==> src/rtl/pattern_pkg.sv <==
`default_nettype none
// ============================================================================
// Module      : pattern_pkg
// Description : Shared FSM encoding and cfg_mode field positions for
//               pattern_det.
// Revision    : 1.0 - initial release
// ============================================================================
package pattern_pkg;

  localparam int c_ST_W = 3;

  localparam logic [c_ST_W-1:0] c_ST_IDLE = 3'b001;
  localparam logic [c_ST_W-1:0] c_ST_FILL = 3'b010;
  localparam logic [c_ST_W-1:0] c_ST_HUNT = 3'b100;

  typedef enum logic [c_ST_W-1:0] {
    ST_IDLE = c_ST_IDLE,
    ST_FILL = c_ST_FILL,
    ST_HUNT = c_ST_HUNT
  } state_e;

  localparam int         c_MODE_OVERLAP = 0;
  localparam int         c_MODE_ONESHOT = 1;
  localparam logic [1:0] c_MODE_DEFAULT = 2'b00;

endpackage
`default_nettype wire

==> src/rtl/sat_counter.sv <==
`default_nettype none
// ============================================================================
// Module      : sat_counter
// Description : Up counter that sticks at all-ones; clr has priority over inc.
// Revision    : 1.0 - initial release
// ============================================================================
module sat_counter #(
  parameter int W = 16
) (
  input  logic         clk,
  input  logic         rst_n,
  input  logic         clr,
  input  logic         inc,
  output logic [W-1:0] count
);

  logic [W-1:0] r_count;

  always_ff @(posedge clk or negedge rst_n) begin
    if (!rst_n) begin
      r_count <= '0;
    end else if (clr) begin
      r_count <= '0;
    end else if (inc && (r_count != {W{1'b1}})) begin
      r_count <= r_count + 1'b1;
    end
  end

  assign count = r_count;

endmodule
`default_nettype wire

==> src/rtl/pattern_det.sv <==
`default_nettype none
// ============================================================================
// Module      : pattern_det
// Description : Serial masked pattern detector with overlap / one-shot modes
//               and a saturating match counter.
// Revision    : 1.0 - initial release
// ============================================================================
module pattern_det
  import pattern_pkg::*;
#(
  parameter int               PAT_W       = 8,
  parameter int               CNT_W       = 16,
  parameter logic [PAT_W-1:0] RST_PATTERN = PAT_W'({16{2'b01}})
) (
  input  logic             clk,
  input  logic             rst_n,
  input  logic             bit_stream,
  input  logic             bit_valid,
  input  logic             start,
  input  logic             stop,
  input  logic             cfg_load,
  input  logic [PAT_W-1:0] cfg_pattern,
  input  logic [PAT_W-1:0] cfg_mask,
  input  logic [1:0]       cfg_mode,
  output logic             found,
  output logic [CNT_W-1:0] match_count,
  output logic             armed
);

  localparam int                FILL_W      = $clog2(PAT_W + 1);
  localparam logic [FILL_W-1:0] c_FILL_FULL = FILL_W'(PAT_W);
  localparam logic [FILL_W-1:0] c_FILL_LAST = FILL_W'(PAT_W - 1);

  state_e            r_state;
  logic [PAT_W-1:0]  r_history;
  logic [PAT_W-1:0]  r_pattern;
  logic [PAT_W-1:0]  r_mask;
  logic [1:0]        r_mode;
  logic [FILL_W-1:0] r_fill;
  logic              r_found;

  logic             w_hunting;
  logic             w_accept;
  logic             w_complete;
  logic             w_match;
  logic             w_arm;
  logic [PAT_W-1:0] w_hist_next;

  assign w_hunting   = (r_state == ST_FILL) || (r_state == ST_HUNT);
  assign w_accept    = w_hunting && bit_valid && !stop;
  assign w_hist_next = {r_history[PAT_W-2:0], bit_stream};
  // The bit that brings the window to PAT_W is already eligible for a match.
  assign w_complete  = (r_state == ST_HUNT) || (r_fill == c_FILL_LAST);
  assign w_match     = w_accept && w_complete &&
                       (((w_hist_next ^ r_pattern) & r_mask) == '0);
  assign w_arm       = (r_state == ST_IDLE) && start && !stop;

  always_ff @(posedge clk or negedge rst_n) begin
    if (!rst_n) begin
      r_state   <= ST_IDLE;
      r_history <= '0;
      r_fill    <= '0;
      r_pattern <= RST_PATTERN;
      r_mask    <= '1;
      r_mode    <= c_MODE_DEFAULT;
      r_found   <= 1'b0;
    end else begin
      r_found <= w_match;
      case (r_state)
        ST_IDLE: begin
          if (cfg_load) begin
            r_pattern <= cfg_pattern;
            r_mask    <= cfg_mask;
            r_mode    <= cfg_mode;
          end
          if (w_arm) begin
            r_state   <= ST_FILL;
            r_history <= '0;
            r_fill    <= '0;
          end
        end
        default: begin
          if (stop) begin
            r_state <= ST_IDLE;
          end else if (bit_valid) begin
            r_history <= w_hist_next;
            if (w_match) begin
              if (r_mode[c_MODE_ONESHOT]) begin
                r_state <= ST_IDLE;
              end else if (r_mode[c_MODE_OVERLAP]) begin
                r_state <= ST_HUNT;
                r_fill  <= c_FILL_FULL;
              end else begin
                r_state <= ST_FILL;
                r_fill  <= '0;
              end
            end else if (r_state == ST_FILL) begin
              r_fill <= r_fill + 1'b1;
              if (w_complete) begin
                r_state <= ST_HUNT;
              end
            end
          end
        end
      endcase
    end
  end

  sat_counter #(
    .W(CNT_W)
  ) u_match_cnt (
    .clk  (clk),
    .rst_n(rst_n),
    .clr  (w_arm),
    .inc  (w_match),
    .count(match_count)
  );

  assign found = r_found;
  assign armed = w_hunting;

endmodule
`default_nettype wire

==> config.mk <==
export PLATFORM = sky130hd
export DESIGN_NAME = pattern_det
export DESIGN_NICKNAME = d
export VERILOG_FILES = /design/src/rtl/pattern_pkg.sv /design/src/rtl/sat_counter.sv /design/src/rtl/pattern_det.sv
export SDC_FILE = /design/constraint.sdc
export NUM_CORES = 1
export LEC_CHECK = 0
export BUFFER_PORTS_ARGS = -buffer_cell sky130_fd_sc_hd__buf_2
export CAP_MARGIN = 20
export CORE_AREA = 2 2 72 74
export DETAILED_ROUTE_END_ITERATION = 10
export DIE_AREA = 0 0 74 76
export MAX_ROUTING_LAYER = met4
export PLACE_DENSITY = 0.76
export SLEW_MARGIN = 25
export SYNTH_ARGS = -nofsm -noshare
export SYNTH_HDL_FRONTEND = slang
export SYNTH_SLANG_ARGS = --single-unit
==> constraint.sdc <==
create_clock -name clk -period 3.3 [get_ports clk]
set_input_delay 0.825 -clock clk [delete_from_list [all_inputs] [get_ports clk]]
set_output_delay 0.825 -clock clk [all_outputs]
set_load 0.03 [all_outputs]
; ---- Word-level counts from Yosys, hierarchy flattened
; Index checks and enable logic that the tools add are counted.
[op_classes]
addsub = 2
bitwise = 2
n_mux = 23
eq_ne = 8
n_reduce_logical = 21
[op_table]
columns = cell, count
row1 = 16-bit 2-to-1 mux, 2
row2 = 4-bit 2-to-1 mux, 8
row3 = 7-bit 2-to-1 mux, 4
row4 = 3-bit 2-to-1 mux, 9
row5 = "16-bit by 1-bit adder with 16-bit output, second input constant", 1
row6 = "16-bit != test, second input constant", 1
row7 = 8-bit bitwise AND, 1
row8 = 8-bit zero test, 1
row9 = 4-bit nonzero test, 2
row10 = 8-bit XOR, 1
row11 = 1-bit logical AND, 7
row12 = 3-bit nonzero test, 2
row13 = 5-bit AND reduction, 1
row14 = "4-bit by 1-bit adder with 4-bit output, second input constant", 1
row15 = "4-bit by 3-bit equality test with 1-bit output, second input constant", 1
row16 = "2-bit by 1-bit != test with 1-bit output, second input constant", 2
row17 = 4-bit AND reduction, 1
row18 = 2-bit nonzero test, 2
row19 = "3-bit by 1-bit equality test with 1-bit output, second input constant", 1
row20 = "3-bit by 2-bit equality test with 1-bit output, second input constant", 1
row21 = "3-bit equality test, second input constant", 1
row22 = "3-bit != test, second input constant", 1
row23 = 3-bit AND reduction, 1
row24 = 1-bit logical OR, 2
row25 = 2 further kinds, 2
[totals]
reg_bits = 49
inputBits = 25
output_inout_bits = 18
elab_cells = 64

; ---- Longest topological paths before layout
; Gate-level depths: netlist (run 1).
[logic_depth]
ltp_word = 10
ltp_mapped = 9
depth_no_buf = 7

; ---- Cells and area by module
; From an unflattened synthesis (run 1), not the netlist that was laid out.
[hier_totals]
hier_cells = 247
area_unflattened_um2 = 2690.1
[by_module_without_submodules]
columns = mod, cells_each, instances, area_each_um2, seq_area_each_um2
row1 = pattern_det, 149, 1, 1747.9, 842.1
row2 = sat_counter, 98, 1, 942.2, 400.4

; ---- Worst setup path before layout (run 1)
; Ideal clock, no wire load.
[synth_path]
kind = input port to flip-flop
startpoint = input port stop
endpoint = register u_match_cnt.r_count[13], in the netlist u_match_cnt.count[13]
required_ps = 3222
path_buffers = 2
setup_ps = 78
arrival_ps = 2390
slack_ps = 832
stages = 7
path_cell_list = clkbuf_1 -> nor3b_1 -> nand3_1 -> or3_1 -> buf_2 -> or4_1 -> a21oi_1
[synth_via]
elab_chain_cells = 6
word_cells_on_any_way = 8
classes_between = mux (1) / reduce/logical (7)
[synth_rtl]
columns = item, line
row1 = start: declaration, pattern_det.sv:20  ; input logic stop,
row2 = 1-bit zero test (*), "pattern_det.sv:50, pattern_det.sv:56"
row3 = 1-bit logical AND, pattern_det.sv:50  ; assign w_accept = w_hunting && bit_valid && !stop;
row4 = 1-bit logical AND (2 in a row), pattern_det.sv:54  ; assign w_match = w_accept && w_complete &&
row5 = 1-bit logical AND, sat_counter.sv:24  ; end else if (inc && (r_count != {W{1'b1}})) begin
row6 = 2-bit nonzero test (no line), -
row7 = end signal: assignment, sat_counter.sv:25  ; r_count <= r_count + 1'b1;
row8 = end: declaration, sat_counter.sv:17  ; logic [W-1:0] r_count;
; Every way passes the cells marked *; elsewhere a longest branch is shown, timed or not.
; A chain may end at the register's enable or synchronous reset.

; ---- Worst setup path after layout (run 1)
[layout_path]
startpoint = register r_fill[0]
endpoint = register u_match_cnt.r_count[14], in the netlist u_match_cnt.count[14]
[layout_via]
elab_chain_cells = 6
[layout_rtl]
columns = item, line
row1 = start: declaration, pattern_det.sv:39  ; logic [FILL_W-1:0] r_fill;
row2 = start signal: assignment, pattern_det.sv:92  ; r_fill <= c_FILL_FULL;
row3 = start signal: assignment, pattern_det.sv:98  ; r_fill <= r_fill + 1'b1;
row4 = 4-bit by 3-bit equality test with 1-bit output, pattern_det.sv:53  ; assign w_complete = (r_state == ST_HUNT) || (r_fill == c_FILL_LAST);
row5 = 1-bit logical OR, pattern_det.sv:53
row6 = 1-bit logical AND (2 in a row), pattern_det.sv:54
row7 = 1-bit logical AND, sat_counter.sv:24
row8 = 2-bit nonzero test (no line), -
; Every way passes these cells.

==> impl_results.md, run 1 <==
- Run status: finished, final reports clean
- Synth top cells by count: 36 x dfrtp_1, 31 x nand2_1, 24 x nand3_1, 19 x mux2_2, 18 x a21oi_1
- Post-CTS Setup Bufs: 0
- GRT Total Usage: 21.9%
- # IOs: 43
- Crit path required time: 3.53 ns
- CP Cell Sequence: ha_1 -> nand3b_1 -> o21ai_1 -> nand3_1 -> or3_1 -> or4b_1 -> a21oi_1
- Area leader, netlist: dfrtp_1
- VDD IR max: 557 uV
- Slew @ Worst Pin: 0.818 ns
- Mean area per synthesized cell: 9.85 um2
- Syn-to-layout area delta: 15.6%
- Die width: 74 um
- Antenna cells: 0
- Share of layout cells above drive strength 1: 30.4%
- Delay-heaviest family, CP: simple AND/OR/NAND/NOR gates
- Power per cell area: 782 nW/um2
- Primary FF master, synth: dfrtp_1
- Synth top area cells: dfrtp_1 35%, dfstp_2 13%, mux2_2 8.4%, nand3_1 4.7%, nand2_1 4.5%
- Final Cycle Share: 78.2%
- Mapped cell area: 2560 um2
- Total congestion overflow: 0
- Reg clk slew, reported paths: 0.09 ns
- F_max: 0.387 GHz
- TritonCTS Sinks: 49
- CP Data Arrival Time: 2.81 ns
- 1st-iter DRT viols: 143
- Placed cells: 365
- Die ar.: 5620 um2
- Antenna viol nets, final: 0
- Worst path max stage delay: 0.59 ns
- CTS tree: yes
- First-pass GRT wire length: 9430 um
- Critical Path Source Type: register
- Slowest-stage cell, CP: or3_1
- Core box area: 4910 um2
- Clk_skew: 0.0100 ns
- Final WL: 5370 um
- Vias per std cell: 5.49
- Worst Hold Class: in -> async
- Final min period: 2.58 ns
- Slew HR: 45.5%
- CTS H-tree depth: 2
- Count of unique library cells instantiated by Yosys: 46
- Slew Viols, Final: 0
- Root Buffer: clkbuf_8
- Cell Rows: 26
- Initial Util: 52.1%
- Critical Path Fanout Max: 17
- Synth Instances: 260
- Largest net degree at the start of global routing: 20
- Clk_lat worst skew: 0.30 ns
- Final std cells w/o fill: 373
- Vias in the first global route: 2028
- DRC viols: 0
- Routed len/inst: 14.4 um
- Final Cell Area: 2960 um2
- Setup violators final: 0
- # port buffers: 42
- Fillers: 459
- Nets@finish: 329
- Max Cap Viol: 0
- Top cell type's share of synthesized area: 35.2%
- Synth Warn #: 0
- Register area share after synthesis: 48.5%
- Final-report hold violation count: 0
- RSZ-0062 raised after global routing: false
- CTS resizes: 0
- Area post-placement: 2840 um2
- Asr flop ratio synth: 100%
- Buf/Inv on CP: 0
- Die Span Y: 76 um
- EDFF count, synth: 0
- Crit path kind: reg -> reg
- Leakage power total: 1.37 nW
- Dpl hpwl: 4030 um
- Total CTS buffers: 5
- Hold buffers post-CTS: 0
- Total Neg Setup Slack: 0 ns
- Clock Tree Buf Depth: 2
- Via count: 2049
- Hold WS: 0.451 ns
- Seq cells post-synth: 49
- Initial antenna violation count: 0
- CP Capture Type: register
- GP Congestion: 0.835
- Syn Nets: 287
- Post-layout util: 60.3%
- 1st-pass router iterations: 4
- Most numerous cell in the Yosys netlist: dfrtp_1
==> flip-flops by register name, summed over array words and instances (netlist names) <==
name	flops
u_match_cnt.count	16
r_mask	8
r_pattern	8
r_history	7
r_fill	4
r_state	3
r_mode	2
found	1
==> final cells by class <==
type                    instances  area [um2]  area share [%]
repair buffers                 46         240            8.11
clock buffers                   7        86.3            2.92
flip-flops and latches         49        1240            42.0
clock inverters                 1        30.0            1.01
inverters                      10        37.5            1.27
well taps                      70        87.6            2.96
multi-input cells             190        1240            41.8
==> where the power goes <==
part           switching, mW  internal, mW  total, mW
Combinational          0.450         0.369      0.820
Sequential             0.193         0.864       1.06
Clock                  0.192         0.247      0.439
==> metal layers <==
layer / global-route usage, % / part of all wire, %
met3: 4.63 / 4.2
met2: 33.6 / 48
met1: 29.8 / 47
met4: 5.27 / 0.89
met5: - / 0
==> cells by family after synthesis <==
kind of cell             share of synthesized area, %
AO/OA/AOI/OAI                                    14.2
XOR/XNOR                                         2.74
adder cells (fa/ha/maj)                         0.977
buffers and inverters                            3.22
flip-flops                                       48.5
multiplexers                                     9.92
AND/OR/NAND/NOR                                  20.4
==> cell usage in the layout (no fill, tap or decap), types with 3 or more instances in the layout <==
cell | netlist | final
or3_1 | 8 | 8
o21ai_0 | 7 | 7
a21o_1 | 8 | 8
nor2_1 | 12 | 12
buf_2 | 3 | 42
inv_1 | 10 | 10
clkbuf_8 | 0 | 6
and3_1 | 6 | 6
nand4_1 | 3 | 3
mux2i_1 | 4 | 4
nand3_1 | 24 | 24
buf_4 | 0 | 4
a22oi_2 | 3 | 3
dfrtp_1 | 36 | 36
a21oi_1 | 18 | 18
nor2b_1 | 4 | 4
dfstp_2 | 13 | 13
xor2_1 | 8 | 8
nand2_1 | 31 | 31
mux2_2 | 19 | 19
and2_1 | 3 | 3
==> path summary, 6_finish.rpt <==
kind / startpoint / endpoint / slack (ns) / cells past startpoint
min: rst_n / r_history[5]$_DFFE_PN0P_ / 0.45 / 1
min reg2reg: r_history[6]$_DFFE_PN0P_ / r_history[6]$_DFFE_PN0P_ / 0.51 / 2
max: r_fill[0]$_DFFE_PN0P_ / u_match_cnt.count[14]$_DFFE_PN0P_ / 0.72 / 7
min in group clk: r_history[6]$_DFFE_PN0P_ / r_history[6]$_DFFE_PN0P_ / 0.51 / 2
max in group asynchronous: rst_n / r_state[0]$_DFFE_PN1P_ / 2.20 / 2
max reg2reg: r_fill[0]$_DFFE_PN0P_ / u_match_cnt.count[14]$_DFFE_PN0P_ / 0.72 / 7
==> stage by stage <==
step	total power [mW]	setup WS, ns
5_1_grt	2.48	0.517
4_1_cts	2.33	0.735
2_1_floorplan	1.67	0.832
6_report	2.32	0.718
3_5_place_dp	1.88	0.465
3_3_place_gp	1.85	0.549
No activity file was read; power rests on OpenSTA's default activity.
==> run 2, diff against run 1 <==
==> constraint.sdc (replaced) <==
create_clock -name clk -period 2.6 [get_ports clk]
set_input_delay 0.65 -clock clk [delete_from_list [all_inputs] [get_ports clk]]
set_output_delay 0.65 -clock clk [all_outputs]
set_load 0.03 [all_outputs]
==> impl_results.md, run 2 (synthesis gave the netlist of run 1 again) <==
- Setup violators final: 0 (unchanged)
- Die width: 74 um (unchanged)
- Initial Util: 52.1% (unchanged)
- Die ar.: 5620 um2 (unchanged)
- Fillers: 421 (-8.3%)
- Total Neg Setup Slack: 0 ns (unchanged)
- Final min period: 2.37 ns (-0.212 ns)
- Met1 wire length: 2590 um (+3.8%)
- # IOs: 43 (unchanged)
- Vias per std cell: 5.51 (+0.22%)
- Reg clk slew, reported paths: 0.09 ns (about the same)
- Leakage power total: 1.41 nW (+2.9%)
- Cell Rows: 26 (unchanged)
- # port buffers: 42 (unchanged)
- RSZ-0062 raised after global routing: false
- Total CTS buffers: 5 (unchanged)
- Die Span Y: 76 um (unchanged)
- Initial antenna violation count: 0 (unchanged)
- Routed len/inst: 14.7 um (+1.9%)
- Clk_lat worst skew: 0.29 ns (about the same)
- R2R Path Start: u_match_cnt.count[0]$_DFFE_PN0P_
- CTS resizes: 0 (unchanged)
- GRT Total Usage: 22.3% (+0.47 points)
- Worst path max stage delay: 0.49 ns (-0.10 ns)
- Slew @ Worst Pin: 0.629 ns (-0.188 ns)
- Via count: 2103 (+2.6%)
- Share of layout cells above drive strength 1: 32.7% (+2.3 points)
- DRC viols: 0 (unchanged)
- Crit path required time: 2.82 ns (-0.71 ns)
- Slew Viols, Final: 0 (unchanged)
- Syn-to-layout area delta: 17.6%
- Most frequent cells in the layout: 42 x buf_2, 36 x dfrtp_1, 31 x nand2_1, 24 x nand3_1, 19 x mux2_2
- Antenna cells: 0 (unchanged)
- Max reg flops: 16 (unchanged)
- Critical Path Source Type: register
- VDD IR max: 537 uV (-3.5%)
- CP Cell Sequence: ha_1 -> and3_1 -> nand3_1 -> buf_4 -> nor2_1 -> a211oi_2 -> buf_4 -> nand3_1 -> a21oi_1
- Combinational Power Share: 37.1% (+1.7 points)
- Clock Tree Buf Depth: 2 (unchanged)
- F_max: 0.422 GHz (+9.0%)
- Setup WS pre-CTS: 0.120 ns (-0.346 ns)
- First-pass GRT wire length: 9650 um (+2.3%)
- Slew HR: 58.1% (+13 points)
- Highest metal layer with signal wires: met4
- Core box area: 4910 um2 (unchanged)
- CP Capture Type: register
- Max Cap Viol: 0 (unchanged)
- Dpl hpwl: 4050 um (+0.69%)
- Vias in the first global route: 2091 (+3.1%)
- Post-CTS Setup Bufs: 0 (unchanged)
- Power share of the sequential group: 46.2% (+0.6 points)
- Largest net degree at the start of global routing: 50 (+150%)
- CP Data Arrival Time: 2.59 ns (-0.22 ns)
- Total congestion overflow: 0 (unchanged)
- Power per cell area: 970 nW/um2 (+24%)
- Final WL: 5600 um (+4.3%)
- 1st-pass router iterations: 4 (unchanged)
- Hold buffers post-CTS: 0 (unchanged)
- Post-route setup slack: 0.231 ns (-0.488 ns)
- Crit path kind: reg -> reg
- Final Cycle Share: 91.1% (+13 points)
- Run status: finished, final reports clean
- CTS tree: yes
- Clk_skew: 0.00313 ns (-0.00689 ns)
- WL met3: 287 um (+27%)
- NetSw: 1.08 mW (+30%)
- Sw frac: 37.1% (+1.0 points)
- Nets@finish: 338 (+2.7%)
- Int Pwr: 1.84 mW (+24%)
- Power Total: 2.92 mW (+26%)
- Clock group share of total power: 16.7% (-2.3 points)
- Most common cell after layout, fill and taps aside: buf_2
- Antenna viol nets, final: 0 (unchanged)
- Slowest-stage cell, CP: a211oi_2
- TritonCTS Sinks: 49 (unchanged)
- Routed wl met2: 2630 um (+1.3%)
- Critical Path Fanout Max: 6 (-11)
- CTS H-tree depth: 2 (unchanged)
- Worst Hold Class: in -> async
- Hold WS: 0.451 ns (-0.000545 ns)
- GP Congestion: 0.907 (+8.6%)
- Root Buffer: clkbuf_8
- CP startpoint: u_match_cnt.count[0]$_DFFE_PN0P_
- 1st-iter DRT viols: 168 (+17%)
- Final-report hold violation count: 0 (unchanged)
run 2: cell count changes in the layout (fill, tap and decap cells not counted), sizes merged:
cell	delta
buf	+9
bufinv	-1
clkinv	+1
run 2: metrics by stage:
step | utilization, % | instance area (um2) | instances
6_report | 61.3 | 3010 | 382
5_1_grt | 61.3 | 3010 | 382
4_1_cts | 61.3 | 3010 | 382
3_5_place_dp | 59.3 | 2910 | 374
3_3_place_gp | 59.3 | 2910 | 374
2_1_floorplan | - | 2560 | 260
run 2: path summary, 6_finish.rpt:
kind | to | slack (ns) | cells past startpoint
max in group asynchronous | u_match_cnt.count[8]$_DFFE_PN0P_ | 1.73 | 2
worst min-delay path | r_pattern[5]$_DFFE_PN0P_ | 0.45 | 2
worst max-delay path | u_match_cnt.count[4]$_DFFE_PN0P_ | 0.23 | 9
min in group clk | r_history[6]$_DFFE_PN0P_ | 0.50 | 2
worst max register to register | u_match_cnt.count[4]$_DFFE_PN0P_ | 0.23 | 9
worst min register to register | r_history[6]$_DFFE_PN0P_ | 0.50 | 2
run 2: worst max-delay path: cells and delay by family, from the launching register on:
family	cells	cell delay (ns)
DFF	1	0.44
buffers and inverters	2	0.41
and+or+nand+nor	4	0.54
adders and majority gates	1	0.25
AOI/OAI and AO/OA	2	0.64
run 2: metal layers:
layer	vias up	track usage [%]
met1	993	30.7
met5	-	-
li1	1030	-
met2	70	33.8
met4	0	6.18
met3	10	4.50
run 2: power groups by stage:
stage / clock (mW) / combinational [mW] / sequential, mW
final: 0.487 / 1.09 / 1.35
after global placement: 0 / 1.04 / 1.35
after CTS: 0.498 / 1.08 / 1.35
after global routing: 0.522 / 1.19 / 1.39
after floorplan: 0 / 0.781 / 1.33
after detailed placement: 0 / 1.07 / 1.36
run 2: layout make-up:
type | count | area (um2) | share of cell area, %
Tap cell | 70 | 87.6 | 2.91
Clock buffer | 7 | 96.3 | 3.20
Multi-Input combinational cell | 190 | 1240 | 41.0
Inverter | 10 | 37.5 | 1.25
Sequential cell | 49 | 1240 | 41.2
Clock inverter | 1 | 5.00 | 0.166
Timing Repair Buffer | 55 | 308 | 10.2
==> run 3, diff against run 2 <==
--- a/config.mk
+++ b/config.mk
@@ -7,9 +7,9 @@
 export LEC_CHECK = 0
 export BUFFER_PORTS_ARGS = -buffer_cell sky130_fd_sc_hd__buf_2
 export CAP_MARGIN = 20
-export CORE_AREA = 2 2 72 74
+export CORE_AREA = 2 2 100 54
 export DETAILED_ROUTE_END_ITERATION = 10
-export DIE_AREA = 0 0 74 76
+export DIE_AREA = 0 0 102 56
 export MAX_ROUTING_LAYER = met4
 export PLACE_DENSITY = 0.76
 export SLEW_MARGIN = 25
==> impl_results.md, run 3 (synthesis gave the netlist of run 1 again) <==
- 1st-pass router iterations: 4 (unchanged)
- Most common cell after layout, fill and taps aside: buf_2
- # port buffers: 42 (unchanged)
- Clk_skew: 0.00667 ns (+0.00354 ns)
- Slew HR: 75.3% (+17 points)
- Nets@finish: 337 (-0.30%)
- Vias per std cell: 5.50 (-0.17%)
- Syn-to-layout area delta: 16.9%
- Antenna cells: 0 (unchanged)
- Final Cycle Share: 91.5% (+0.36 points)
- Most frequent cells in the layout: 42 x buf_2, 36 x dfrtp_1, 31 x nand2_1, 24 x nand3_1, 19 x mux2_2
- Initial Util: 53.6% (+1.5 points)
- Run status: finished, final reports clean
- Largest net degree at the start of global routing: 26 (-48%)
- DRC viols: 0 (unchanged)
- Total congestion overflow: 0 (unchanged)
- 1st-iter DRT viols: 122 (-27%)
- Critical Path Fanout Max: 14 (+8)
- Antenna viol nets, final: 0 (unchanged)
- Share of layout cells above drive strength 1: 32.2% (-0.54 points)
- Setup violators final: 0 (unchanged)
- CP Data Arrival Time: 2.60 ns (about the same)
- Cell Rows: 18 (-31%)
- Crit path kind: reg -> reg
- Worst Hold Class: in -> async
- Total CTS buffers: 5 (unchanged)
- FF-to-FF path depth: 7 (-2)
- RSZ-0062 raised after global routing: false
- Power Total: 2.87 mW (-1.8%)
- Leakage power total: 1.39 nW (-1.3%)
- Reg-to-Reg End: u_match_cnt.count[13]$_DFFE_PN0P_
- Crit path required time: 2.82 ns (about the same)
- CP Capture Type: register
- Total Neg Setup Slack: 0 ns (unchanged)
- GP Congestion: 0.940 (+3.6%)
- F_max: 0.420 GHz (-0.40%)
- Critical Path Source Type: register
- CTS H-tree depth: 2 (unchanged)
- R2R Path Start: r_fill[0]$_DFFE_PN0P_
- Final WL: 5790 um (+3.3%)
- Max reg flops: 16 (unchanged)
- Fillers: 431 (+2.4%)
- CTS tree: yes
- Die ar.: 5710 um2 (+1.6%)
- Clock Tree Buf Depth: 2 (unchanged)
- Max Cap Viol: 0 (unchanged)
- Clk_lat worst skew: 0.30 ns (about the same)
- Final min period: 2.38 ns (+0.00941 ns)
- GRT Total Usage: 22.1% (-0.25 points)
- Slew Viols, Final: 0 (unchanged)
- Vias in the first global route: 1929 (-7.7%)
- TritonCTS Sinks: 49 (unchanged)
- Power per cell area: 959 nW/um2 (-1.2%)
- Core box area: 4770 um2 (-2.8%)
- Slew @ Worst Pin: 0.370 ns (-0.259 ns)
- Via count: 2094 (-0.43%)
- Post-layout util: 62.7% (+1.3 points)
- Routed len/inst: 15.2 um (+3.6%)
- Root Buffer: clkbuf_8
- VDD IR max: 538 uV (about the same)
- # IOs: 43 (unchanged)
- Die width: 102 um (+38%)
- Initial antenna violation count: 0 (unchanged)
- Final-report hold violation count: 0 (unchanged)
- Reg clk slew, reported paths: 0.09 ns (about the same)
- First-pass GRT wire length: 9600 um (-0.51%)
- Dpl hpwl: 4380 um (+8.0%)
- Die Span Y: 56 um (-26%)
- Flop2flop setup slack: 0.22 ns (about the same)
==> run 3: cell count changes in the layout (fill, tap and decap cells not counted), sizes merged <==
cell      delta
buf          -1
clkinv       -1
clkinvlp     +1
==> run 3: stage by stage <==
step           hold WS [ns]  cells  worst slack (ns)  cell area (um2)
6_report              0.163    381             0.221             2990
4_1_cts               0.167    381             0.130             2990
5_1_grt               0.162    381            0.0808             2990
3_5_place_dp          0.479    373            0.0399             2900
3_3_place_gp          0.473    373            0.0989             2900
2_1_floorplan         0.354    260             0.169             2560
==> run 3: what timing repair did <==
action / CTS / global route
setup buffers: 0 / 0
hold buffers: 0 / 0
setup endpoints to repair: 0 / 2
resized for setup: 0 / 1
==> run 3: layer usage <==
| metal | GRT usage, % | part of all wire, % | vias up |
|---|---|---|---|
| met5 | - | 0 | - |
| met4 | 4.38 | 0.62 | 0 |
| met3 | 4.90 | 7.0 | 5 |
| met2 | 28.9 | 40 | 69 |
| met1 | 34.6 | 53 | 991 |
| li1 | - | - | 1029 |
==> run 3: worst max-delay path by stage <==
stage,cells past startpoint,to,start
4_1_cts,7,u_match_cnt.count[13]$_DFFE_PN0P_,r_fill[0]$_DFFE_PN0P_
3_3_place_gp,7,u_match_cnt.count[13]$_DFFE_PN0P_,bit_stream
3_5_place_dp,7,u_match_cnt.count[13]$_DFFE_PN0P_,bit_stream
6_report,7,u_match_cnt.count[13]$_DFFE_PN0P_,r_fill[0]$_DFFE_PN0P_
2_1_floorplan,7,r_fill[0]$_DFFE_PN0P_,r_state[0]$_DFFE_PN1P_
5_1_grt,7,u_match_cnt.count[13]$_DFFE_PN0P_,r_fill[0]$_DFFE_PN0P_
==> run 3: area by class of cell <==
type	count	area, um2	area share, %
Timing Repair Buffer	54	300	10.0
Clock inverter	1	7.51	0.251
Sequential cell	49	1240	41.5
Inverter	10	37.5	1.25
Multi-Input combinational cell	190	1240	41.5
Tap cell	70	87.6	2.93
Clock buffer	7	76.3	2.55
==> run 3: power by group <==
group / internal [mW] / total (mW) / switching (mW)
combinational: 0.494 / 1.09 / 0.591
sequential: 1.10 / 1.35 / 0.252
clock: 0.191 / 0.435 / 0.245
==> run 3: worst max-delay path: stages (launching register included) <==
cell and delay (ns):
dfrtp_1 0.43, ha_1 0.22, nand3b_1 0.15, o21ai_1 0.25, nand3_1 0.16, or3_4 0.47
or4_1 0.48, a21oi_1 0.16
